## src/rtl/pipe_hazard_ctrl.sv

```systemverilog
// rtl/pipe_hazard_ctrl.sv - ID-stage hazard/issue controller: forwarding, load-use and mul/div stalls
//
// Purpose:
//   Sits in ID and drives the ID/EX register. Produces operand forwarding
//   selects and detects load-use hazards. Sequences the multi-cycle mul/div
//   unit with a busy scoreboard. Generates the PC/IF-ID write enable and the
//   ID/EX bubble control. Keeps a saturating stall-cycle counter.
//
// Ports:
//   clk, clrn               clock (rising edge), asynchronous active-low reset
//   rs, rt, use_rs, use_rt  ID-stage source registers and their read enables
//   d_md, d_mdrd            ID instruction starts mul/div / reads HI-LO
//   ern, ewreg, em2reg      EX-stage destination, write enable, load flag
//   mrn, mwreg, mm2reg      MEM-stage destination, write enable, load flag
//   fwda, fwdb              operand selects: 00 regfile, 01 EX ALU, 10 MEM ALU, 11 MEM load
//   wpcir                   1 = PC and IF/ID update, 0 = hold
//   dbubble                 1 = squash the instruction entering ID/EX
//   md_busy, md_done        mul/div occupied / one-cycle result-ready pulse
//   stall_cnt               saturating count of stalled cycles

module pipe_hazard_ctrl #(
  parameter int MD_LAT = 8,
  parameter int CNTW   = 4,
  parameter int PERFW  = 32
) (
  input  logic             clk,
  input  logic             clrn,
  input  logic [4:0]       rs,
  input  logic [4:0]       rt,
  input  logic             use_rs,
  input  logic             use_rt,
  input  logic             d_md,
  input  logic             d_mdrd,
  input  logic [4:0]       ern,
  input  logic             ewreg,
  input  logic             em2reg,
  input  logic [4:0]       mrn,
  input  logic             mwreg,
  input  logic             mm2reg,
  output logic [1:0]       fwda,
  output logic [1:0]       fwdb,
  output logic             wpcir,
  output logic             dbubble,
  output logic             md_busy,
  output logic             md_done,
  output logic [PERFW-1:0] stall_cnt
);

  typedef enum logic {
    S_IDLE = 1'b0,
    S_BUSY = 1'b1
  } md_state_e;

  // Counter is loaded with MD_LAT-1 so that the exit edge is the MD_LAT-th
  // edge after the issue edge.
  localparam logic [CNTW-1:0]  MD_INIT  = CNTW'(MD_LAT - 1);
  localparam logic [PERFW-1:0] PERF_MAX = '1;

  md_state_e        state_q, state_d;
  logic [CNTW-1:0]  cnt_q, cnt_d;
  logic             md_busy_q, md_busy_d;
  logic             md_done_q, md_done_d;
  logic [PERFW-1:0] stall_cnt_q, stall_cnt_d;

  logic lu;
  logic mdh;
  logic stall;

  // EX match is tested first so a younger producer always wins over MEM.
  // Register 0 is hard-wired zero and must never be forwarded.
  function automatic logic [1:0] fwd_sel(input logic [4:0] src);
    logic [1:0] sel;
    sel = 2'b00;
    if (src != 5'd0) begin
      if (ewreg && !em2reg && (ern == src)) begin
        sel = 2'b01;
      end else if (mwreg && !mm2reg && (mrn == src)) begin
        sel = 2'b10;
      end else if (mwreg && mm2reg && (mrn == src)) begin
        sel = 2'b11;
      end
    end
    return sel;
  endfunction

  always_comb begin
    fwda = fwd_sel(rs);
    fwdb = fwd_sel(rt);
  end

  // A load in EX cannot forward yet; the consumer waits one cycle and then
  // picks the data up from MEM via select 11.
  always_comb begin
    lu = ewreg && em2reg && (ern != 5'd0) &&
         ((use_rs && (ern == rs)) || (use_rt && (ern == rt)));
    // While busy, both a second start and a HI/LO read must wait.
    mdh   = md_busy_q && (d_md || d_mdrd);
    stall = lu || mdh;
  end

  assign wpcir   = ~stall;
  assign dbubble = stall;

  // Mul/div sequencer. In BUSY mdh holds any new start, so the exit edge
  // never overlaps an issue; the next start can go one cycle later.
  always_comb begin
    state_d   = state_q;
    cnt_d     = cnt_q;
    md_busy_d = md_busy_q;
    md_done_d = 1'b0;
    case (state_q)
      S_IDLE: begin
        if (d_md && !stall) begin
          state_d   = S_BUSY;
          cnt_d     = MD_INIT;
          md_busy_d = 1'b1;
        end
      end
      S_BUSY: begin
        if (cnt_q == '0) begin
          state_d   = S_IDLE;
          md_busy_d = 1'b0;
          md_done_d = 1'b1;
        end else begin
          cnt_d = cnt_q - CNTW'(1);
        end
      end
      default: begin
        state_d   = S_IDLE;
        cnt_d     = '0;
        md_busy_d = 1'b0;
      end
    endcase
  end

  // Saturates at all-ones so long stalls never read back as short ones.
  always_comb begin
    stall_cnt_d = stall_cnt_q;
    if (stall && (stall_cnt_q != PERF_MAX)) begin
      stall_cnt_d = stall_cnt_q + PERFW'(1);
    end
  end

  always_ff @(posedge clk or negedge clrn) begin
    if (!clrn) begin
      state_q     <= S_IDLE;
      cnt_q       <= '0;
      md_busy_q   <= 1'b0;
      md_done_q   <= 1'b0;
      stall_cnt_q <= '0;
    end else begin
      state_q     <= state_d;
      cnt_q       <= cnt_d;
      md_busy_q   <= md_busy_d;
      md_done_q   <= md_done_d;
      stall_cnt_q <= stall_cnt_d;
    end
  end

  assign md_busy   = md_busy_q;
  assign md_done   = md_done_q;
  assign stall_cnt = stall_cnt_q;

endmodule

```

## config.mk

```make
export PLATFORM = sky130hd
export DESIGN_NAME = pipe_hazard_ctrl
export DESIGN_NICKNAME = d
export VERILOG_FILES = /design/src/rtl/pipe_hazard_ctrl.sv
export SDC_FILE = /design/constraint.sdc
export NUM_CORES = 1
export LEC_CHECK = 0
export BUFFER_PORTS_ARGS = -buffer_cell sky130_fd_sc_hd__buf_2
export CORE_MARGIN = 4
export CORE_UTILIZATION = 51
export CTS_BUF_LIST = sky130_fd_sc_hd__clkbuf_8 sky130_fd_sc_hd__clkbuf_16
export DETAILED_ROUTE_END_ITERATION = 8
export GPL_TIMING_DRIVEN = 0
export PLACE_DENSITY = 0.83
export SETUP_SLACK_MARGIN = 0.3
export SLEW_MARGIN = 25
export SYNTH_ARGS = -nofsm -noshare
export SYNTH_HDL_FRONTEND = slang
export SYNTH_SLANG_ARGS = --single-unit
```

## constraint.sdc

```tcl
create_clock -name clk -period 3.4 [get_ports clk]
set_clock_uncertainty 0.1 [all_clocks]
set_input_delay 0.68 -clock clk [delete_from_list [all_inputs] [get_ports clk]]
set_output_delay 0.68 -clock clk [all_outputs]
set_load 0.005 [all_outputs]
```

==> flow_summary.json, run 1 <==
{
  "cp.arrival_ns": 2.20,
  "syn_to_final_growth_pct": 21.4,
  "cts_max_level": 2,
  "synth_top_area_share_pct": 40.9,
  "port_buffers": 69,
  "cts_setup_buffers": 0,
  "track_usage_pct": 20.8,
  "clock_power_share_pct": 20.4,
  "max_freq_ghz": 0.335,
  "relSlewSlack_pct": 42.6,
  "path_buf_inv": 4,
  "dpl.hpwl_um": 4260,
  "outcome": "finished clean",
  "via_count": 2006,
  "wl_um": 5650,
  "fin_crit_sh_pct": 87.8,
  "synthDistinctLibCells": 42,
  "p_sw_share_pct": 36.7,
  "seq_power_share_pct": 43.8,
  "powerDensity_nw_per_um2": 568,
  "cp_max_fo": 10,
  "postSynthAreaPerCell_um2": 10.4,
  "comb_power_share_pct": 35.7,
  "critPathRequiredTime_ns": 2.62,
  "wl_met1_um": 2430,
  "clkSinkCount": 39,
  "cts_hold_buf": 0,
  "synth_warnings": 0,
  "clk_pin_slew_ns": 0.07,
  "avgRoutedWirePerCell_um": 15.7,
  "start_util_pct": 53.7,
  "tightest_slew_ns": 0.860,
  "num-nets-final": 338,
  "min_period_ns": 2.98,
  "setup_viol": 0,
  "p_switching_w": 0.000605,
  "crit_chain": "buf_2 > or3_1 > o311a_1 > a21oi_4 > buf_6 > inv_1 > buf_2",
  "drc": 0,
  "grt_max_degree": 40,
  "antenna_found_initial": 0,
  "final_hold_viol_count": 0,
  "cts_buffers": 5,
  "cts_max_path_buffers": 2,
  "fp.dieW_um": 76.4,
  "yosysTopAreaCell": "dfrtp_1",
  "cp-start-kind": "input pin",
  "p_int_w": 0.00104,
  "setup_slack_ns": 0.416,
  "drtAntennaViolNets": 0,
  "clock-root-buffer": "clkbuf_8",
  "design.die.area_um2": 5830,
  "cts_tree": "built",
  "leakagePower_nw": 1.32,
  "dr.first_iter.drc_count": 71,
  "syn-cell-area_um2": 2380,
  "yosysSeqAreaShare_pct": 40.9,
  "rsz0062_at_grt": "no",
  "met3_length_um": 290,
  "gr-total-overflow": 0,
  "antenna_cells": 0,
  "syn_inst": 230,
  "syn-num-nets": 262,
  "grt_pass1_vias": 2083,
  "grt_pass1_wl_um": 9830,
  "core_um2": 4440,
  "min_path_type": "input pin to asynchronous set/reset pin",
  "max_stage_delay_ns": 0.38,
  "viasPerCell": 5.59,
  "critical_path.top_delay_family": "compound AO/OA/AOI/OAI gates",
  "crit_type": "input pin to output port",
  "maxUsedRoutingLayer": "met4",
  "drv_slew": 0,
  "ir_drop_mv": 0.428,
  "die_h_um": 76.4,
  "met2_length_um": 2820,
  "drive_above_1_share_pct": 34.5,
  "crit_slowest_cell": "or3_1",
  "pre_cts_ws_ns": 0.414,
  "cts_resized": 0,
  "cpMostUsedCell": "buf_2",
  "first_pass_iters": 4,
  "clk_latency_ns": 0.29,
  "ys_seq_elements": 39,
  "tns_ns": 0,
  "critPathCaptureType": "output port",
  "ios": 70,
  "cap_violations": 0,
  "place_congestion": 0.843,
  "synthTopCellsByArea": "dfrtp_1, xor2_1, nor4_2",
  "rows": 24
}
==> cell usage after synthesis <==
library cell  instances
dfrtp_1              39
nor4b_1               2
buf_4                 1
a21oi_4               1
o311a_1               1
nor4_4                1
a21o_1                2
o2111a_1              2
nor4b_2               3
o21ai_2               1
and2_1                1
nor3_2                1
inv_1                 6
o211ai_1              1
nand4_2               1
xor2_1               43
nor4_2                9
buf_6                 4
nor3b_1               3
and3_1                6
a21oi_1               3
nand3_1              15
a31oi_1               2
ha_1                  2
nor2_1               10
o221ai_1              1
o21ai_0               1
nand2_2               1
xnor2_1               9
nand4_1               4
or3_1                 2
nor2_2                2
a32o_2                1
o31ai_1               1
nor3_1               18
buf_2                 1
and4_1                5
and3_4                1
nand2b_1              2
mux2_4                1
nand2_1              19
nand3_2               1
==> per-stage QoR <==
| stage | utilization, % | hold WS [ns] | power (W) | instance area (µm²) | cells |
|---|---|---|---|---|---|
| after floorplan | - | 0.284 | 0.00108 | 2380 | 230 |
| after global placement | 62.9 | 0.367 | 0.00128 | 2800 | 351 |
| after detailed placement | 62.9 | 0.389 | 0.00131 | 2800 | 351 |
| after CTS | 65.1 | 0.398 | 0.00166 | 2900 | 359 |
| after global routing | 65.1 | 0.421 | 0.00178 | 2900 | 359 |
| final | 65.1 | 0.388 | 0.00165 | 2900 | 359 |
==> layer usage <==
metal | vias up | track usage [%]
met5 | - | 0
met4 | 0 | 6.52
met3 | 10 | 5.56
met2 | 59 | 35.1
met1 | 965 | 25.8
li1 | 972 | -
==> worst reg2reg max path, cell delays in order, from the launching register on <==
cell and delay (ns):
dfrtp_1 0.45, nand4_2 0.20, nor4_4 0.42, nand2_2 0.16
nor2_2 0.19, buf_4 0.20, nor3_1 0.08, xor2_1 0.14
==> area by class of cell <==
cell class,instances,area (µm²)
multi-input cells,179,1330
fillers,390,1550
inverters,6,22.5
repair buffers,69,345
plain buffers,6,57.6
clock buffers,7,96.3
well taps,52,65.1
flip-flops and latches,39,976
clock inverters,1,3.75
==> cells in the final DEF, fill, tap and decap left out, types with 2 or more instances in the layout <==
| cell type | Yosys | layout |
|---|---|---|
| a21o_1 | 2 | 2 |
| a21oi_1 | 3 | 3 |
| a31oi_1 | 2 | 2 |
| and3_1 | 6 | 6 |
| and4_1 | 5 | 5 |
| buf_2 | 1 | 70 |
| buf_6 | 4 | 4 |
| clkbuf_8 | 0 | 7 |
| dfrtp_1 | 39 | 39 |
| ha_1 | 2 | 2 |
| inv_1 | 6 | 7 |
| nand2_1 | 19 | 19 |
| nand2b_1 | 2 | 2 |
| nand3_1 | 15 | 15 |
| nand4_1 | 4 | 4 |
| nor2_1 | 10 | 10 |
| nor2_2 | 2 | 2 |
| nor3_1 | 18 | 18 |
| nor3b_1 | 3 | 3 |
| nor4_2 | 9 | 9 |
| nor4b_1 | 2 | 2 |
| nor4b_2 | 3 | 3 |
| o2111a_1 | 2 | 2 |
| or3_1 | 2 | 2 |
| xnor2_1 | 9 | 9 |
| xor2_1 | 43 | 43 |
==> sequential cells by signal, indices dropped and copies added, names as in the netlist <==
register and flops:
stall_cnt 32, state_q 1, md_done 1, cnt_q 4, md_busy 1
==> logic make-up (layout without fill, tap and decap cells) <==
group | Yosys count | after routing | synth area share, %
flops | 39 | 39 | 40.9
mux | 1 | 1 | 0.629
compound gates | 17 | 17 | 5.88
simple gates | 107 | 107 | 29.1
fa+ha+maj | 2 | 2 | 1.05
xor+xnor | 52 | 52 | 19.1
buf+inv | 12 | 89 | 3.36
==> path summary, 6_finish.rpt <==
path	startpoint	slack (ns)	cells after the start	end
min in group clk	stall_cnt[10]	0.40	1	stall_cnt[10]
hold / removal	clrn	0.39	1	md_busy
setup / recovery	ern[0]	0.42	7	dbubble
max in group asynchronous	clrn	2.26	1	stall_cnt[9]
setup reg to reg	stall_cnt[11]	1.32	7	stall_cnt[4]
hold reg to reg	stall_cnt[10]	0.40	1	stall_cnt[10]
==> power groups by stage <==
stage / Sequential (W) / Clock [W] / Combinational (W)
global route: 0.000746 / 0.000376 / 0.000656
detailed placement: 0.000728 / 0 / 0.000587
global placement: 0.000717 / 0 / 0.000562
CTS: 0.000720 / 0.000348 / 0.000597
floorplan: 0.000713 / 0 / 0.000364
finish: 0.000721 / 0.000336 / 0.000588
No activity file was read; power rests on OpenSTA's default activity.
==> inputs of run 2 (changes only) <==
--- a/config.mk
+++ b/config.mk
@@ -7,11 +7,11 @@
 export LEC_CHECK = 0
 export BUFFER_PORTS_ARGS = -buffer_cell sky130_fd_sc_hd__buf_2
 export CORE_MARGIN = 4
-export CORE_UTILIZATION = 51
+export CORE_UTILIZATION = 52
 export CTS_BUF_LIST = sky130_fd_sc_hd__clkbuf_8 sky130_fd_sc_hd__clkbuf_16
 export DETAILED_ROUTE_END_ITERATION = 8
 export GPL_TIMING_DRIVEN = 0
-export PLACE_DENSITY = 0.83
+export PLACE_DENSITY = 0.84
 export SETUP_SLACK_MARGIN = 0.3
 export SLEW_MARGIN = 25
 export SYNTH_ARGS = -nofsm -noshare
==> flow_summary.json, run 2 (same netlist as run 1, synthesis figures left out) <==
{
  "outcome": "finished clean",
  "via_count": 2026,
  "core_um2": 4380,
  "grt_pass1_vias": 2001,
  "min_path_type": "flip-flop to flip-flop",
  "design.die.area_um2": 5730,
  "cp_max_fo": 10,
  "design_area_um2": 2880,
  "cts_setup_buffers": 0,
  "cp.arrival_ns": 2.23,
  "avgRoutedWirePerCell_um": 15.5,
  "tightest_slew_ns": 0.848,
  "post_dp_cell_area_um2": 2800,
  "dpl.hpwl_um": 4220,
  "clock-root-buffer": "clkbuf_8",
  "syn_to_final_growth_pct": 20.6,
  "drv_slew": 0,
  "clk_pin_slew_ns": 0.07,
  "tns_ns": 0,
  "gr-total-overflow": 0,
  "final_util_pct": 65.6,
  "cts_resized": 0,
  "fp.dieW_um": 75.7,
  "setup_viol": 0,
  "critPathCaptureType": "output port",
  "cp-start-kind": "input pin",
  "start_util_pct": 54.4,
  "cts_max_path_buffers": 2,
  "relSlewSlack_pct": 43.5,
  "powerDensity_nw_per_um2": 557,
  "cts_buffers": 5,
  "mostFrequentLayoutCells": "buf_2, xor2_1, dfrtp_1, nand2_1, nor3_1",
  "min_period_ns": 3.01,
  "power_w": 0.00160,
  "hold_ws_ns": 0.388,
  "final_hold_viol_count": 0,
  "die_h_um": 75.7,
  "drtAntennaViolNets": 0,
  "first_pass_iters": 4,
  "antenna_cells": 0,
  "drc": 0,
  "place_congestion": 0.823,
  "cap_violations": 0,
  "leakagePower_nw": 1.32,
  "clkSinkCount": 39,
  "max_freq_ghz": 0.333,
  "grt_pass1_wl_um": 8920,
  "antenna_found_initial": 0,
  "num-nets-final": 338,
  "rsz0062_at_grt": "no",
  "drive_above_1_share_pct": 34.2,
  "clk_latency_ns": 0.29,
  "dr.first_iter.drc_count": 77,
  "ios": 70,
  "largest_register_ffs": 32,
  "cts_hold_buf": 0,
  "rows": 24,
  "track_usage_pct": 20.4,
  "critPathRequiredTime_ns": 2.62,
  "port_buffers": 69,
  "crit_type": "input pin to output port",
  "cts_max_level": 2,
  "grt_max_degree": 40,
  "ir_drop_mv": 0.380,
  "fin_crit_sh_pct": 88.4,
  "layout_commonest_cell": "buf_2",
  "cts_tree": "built",
  "wl_um": 5560,
  "viasPerCell": 5.64
}
## run 2: cell types whose count changed in the layout (fill, tap and decap cells not counted)
cell      change
inv_1         +1
clkbuf_8      -2
clkinv_2      +1
## run 2: stage by stage
stage | instances | worst slack [ns]
final | 359 | 0.394
after global routing | 359 | 0.332
after CTS | 359 | 0.402
after detailed placement | 351 | 0.404
after global placement | 351 | 0.439
after floorplan | 230 | 0.801
## run 2: path summary, 6_finish.rpt
path                                    start  cells past startpoint            end  slack [ns]
worst max-delay path                   ern[0]                      7        dbubble        0.39
worst min-delay path            stall_cnt[29]                      1  stall_cnt[29]        0.39
worst max register to register  stall_cnt[15]                      7   stall_cnt[7]        1.32
worst min register to register  stall_cnt[29]                      1  stall_cnt[29]        0.39
max in group asynchronous                clrn                      1   stall_cnt[8]        2.27
min in group asynchronous                clrn                      1        md_busy        0.40
## run 2: cell type report
| type | count | area, µm² |
|---|---|---|
| Clock inverter | 3 | 12.5 |
| Sequential cell | 39 | 976 |
| Buffer | 6 | 57.6 |
| Timing Repair Buffer | 69 | 345 |
| Fill cell | 350 | 1510 |
| Multi-Input combinational cell | 179 | 1330 |
| Inverter | 6 | 22.5 |
| Tap cell | 52 | 65.1 |
| Clock buffer | 5 | 68.8 |
## run 2: power by group
part,switching (W),leakage [nW],internal [W]
registers,0.000137,0.448,0.000587
clock network,0.000154,0.0505,0.000138
logic,0.000315,0.817,0.000271
total,0.000606,1.32,0.000996
## run 2: critical path: stages
cell	delay, ns
buf_2	0.12
or3_1	0.40
o311a_1	0.36
a21oi_4	0.31
buf_6	0.19
inv_1	0.05
buf_2	0.12
## run 2: routing by layer
layer,wire length (µm),vias up,global-route usage [%]
met3,299,4,5.01
met4,46,0,7.57
met1,2410,980,24.2
met5,0,-,0
li1,-,976,-
met2,2800,66,35.7
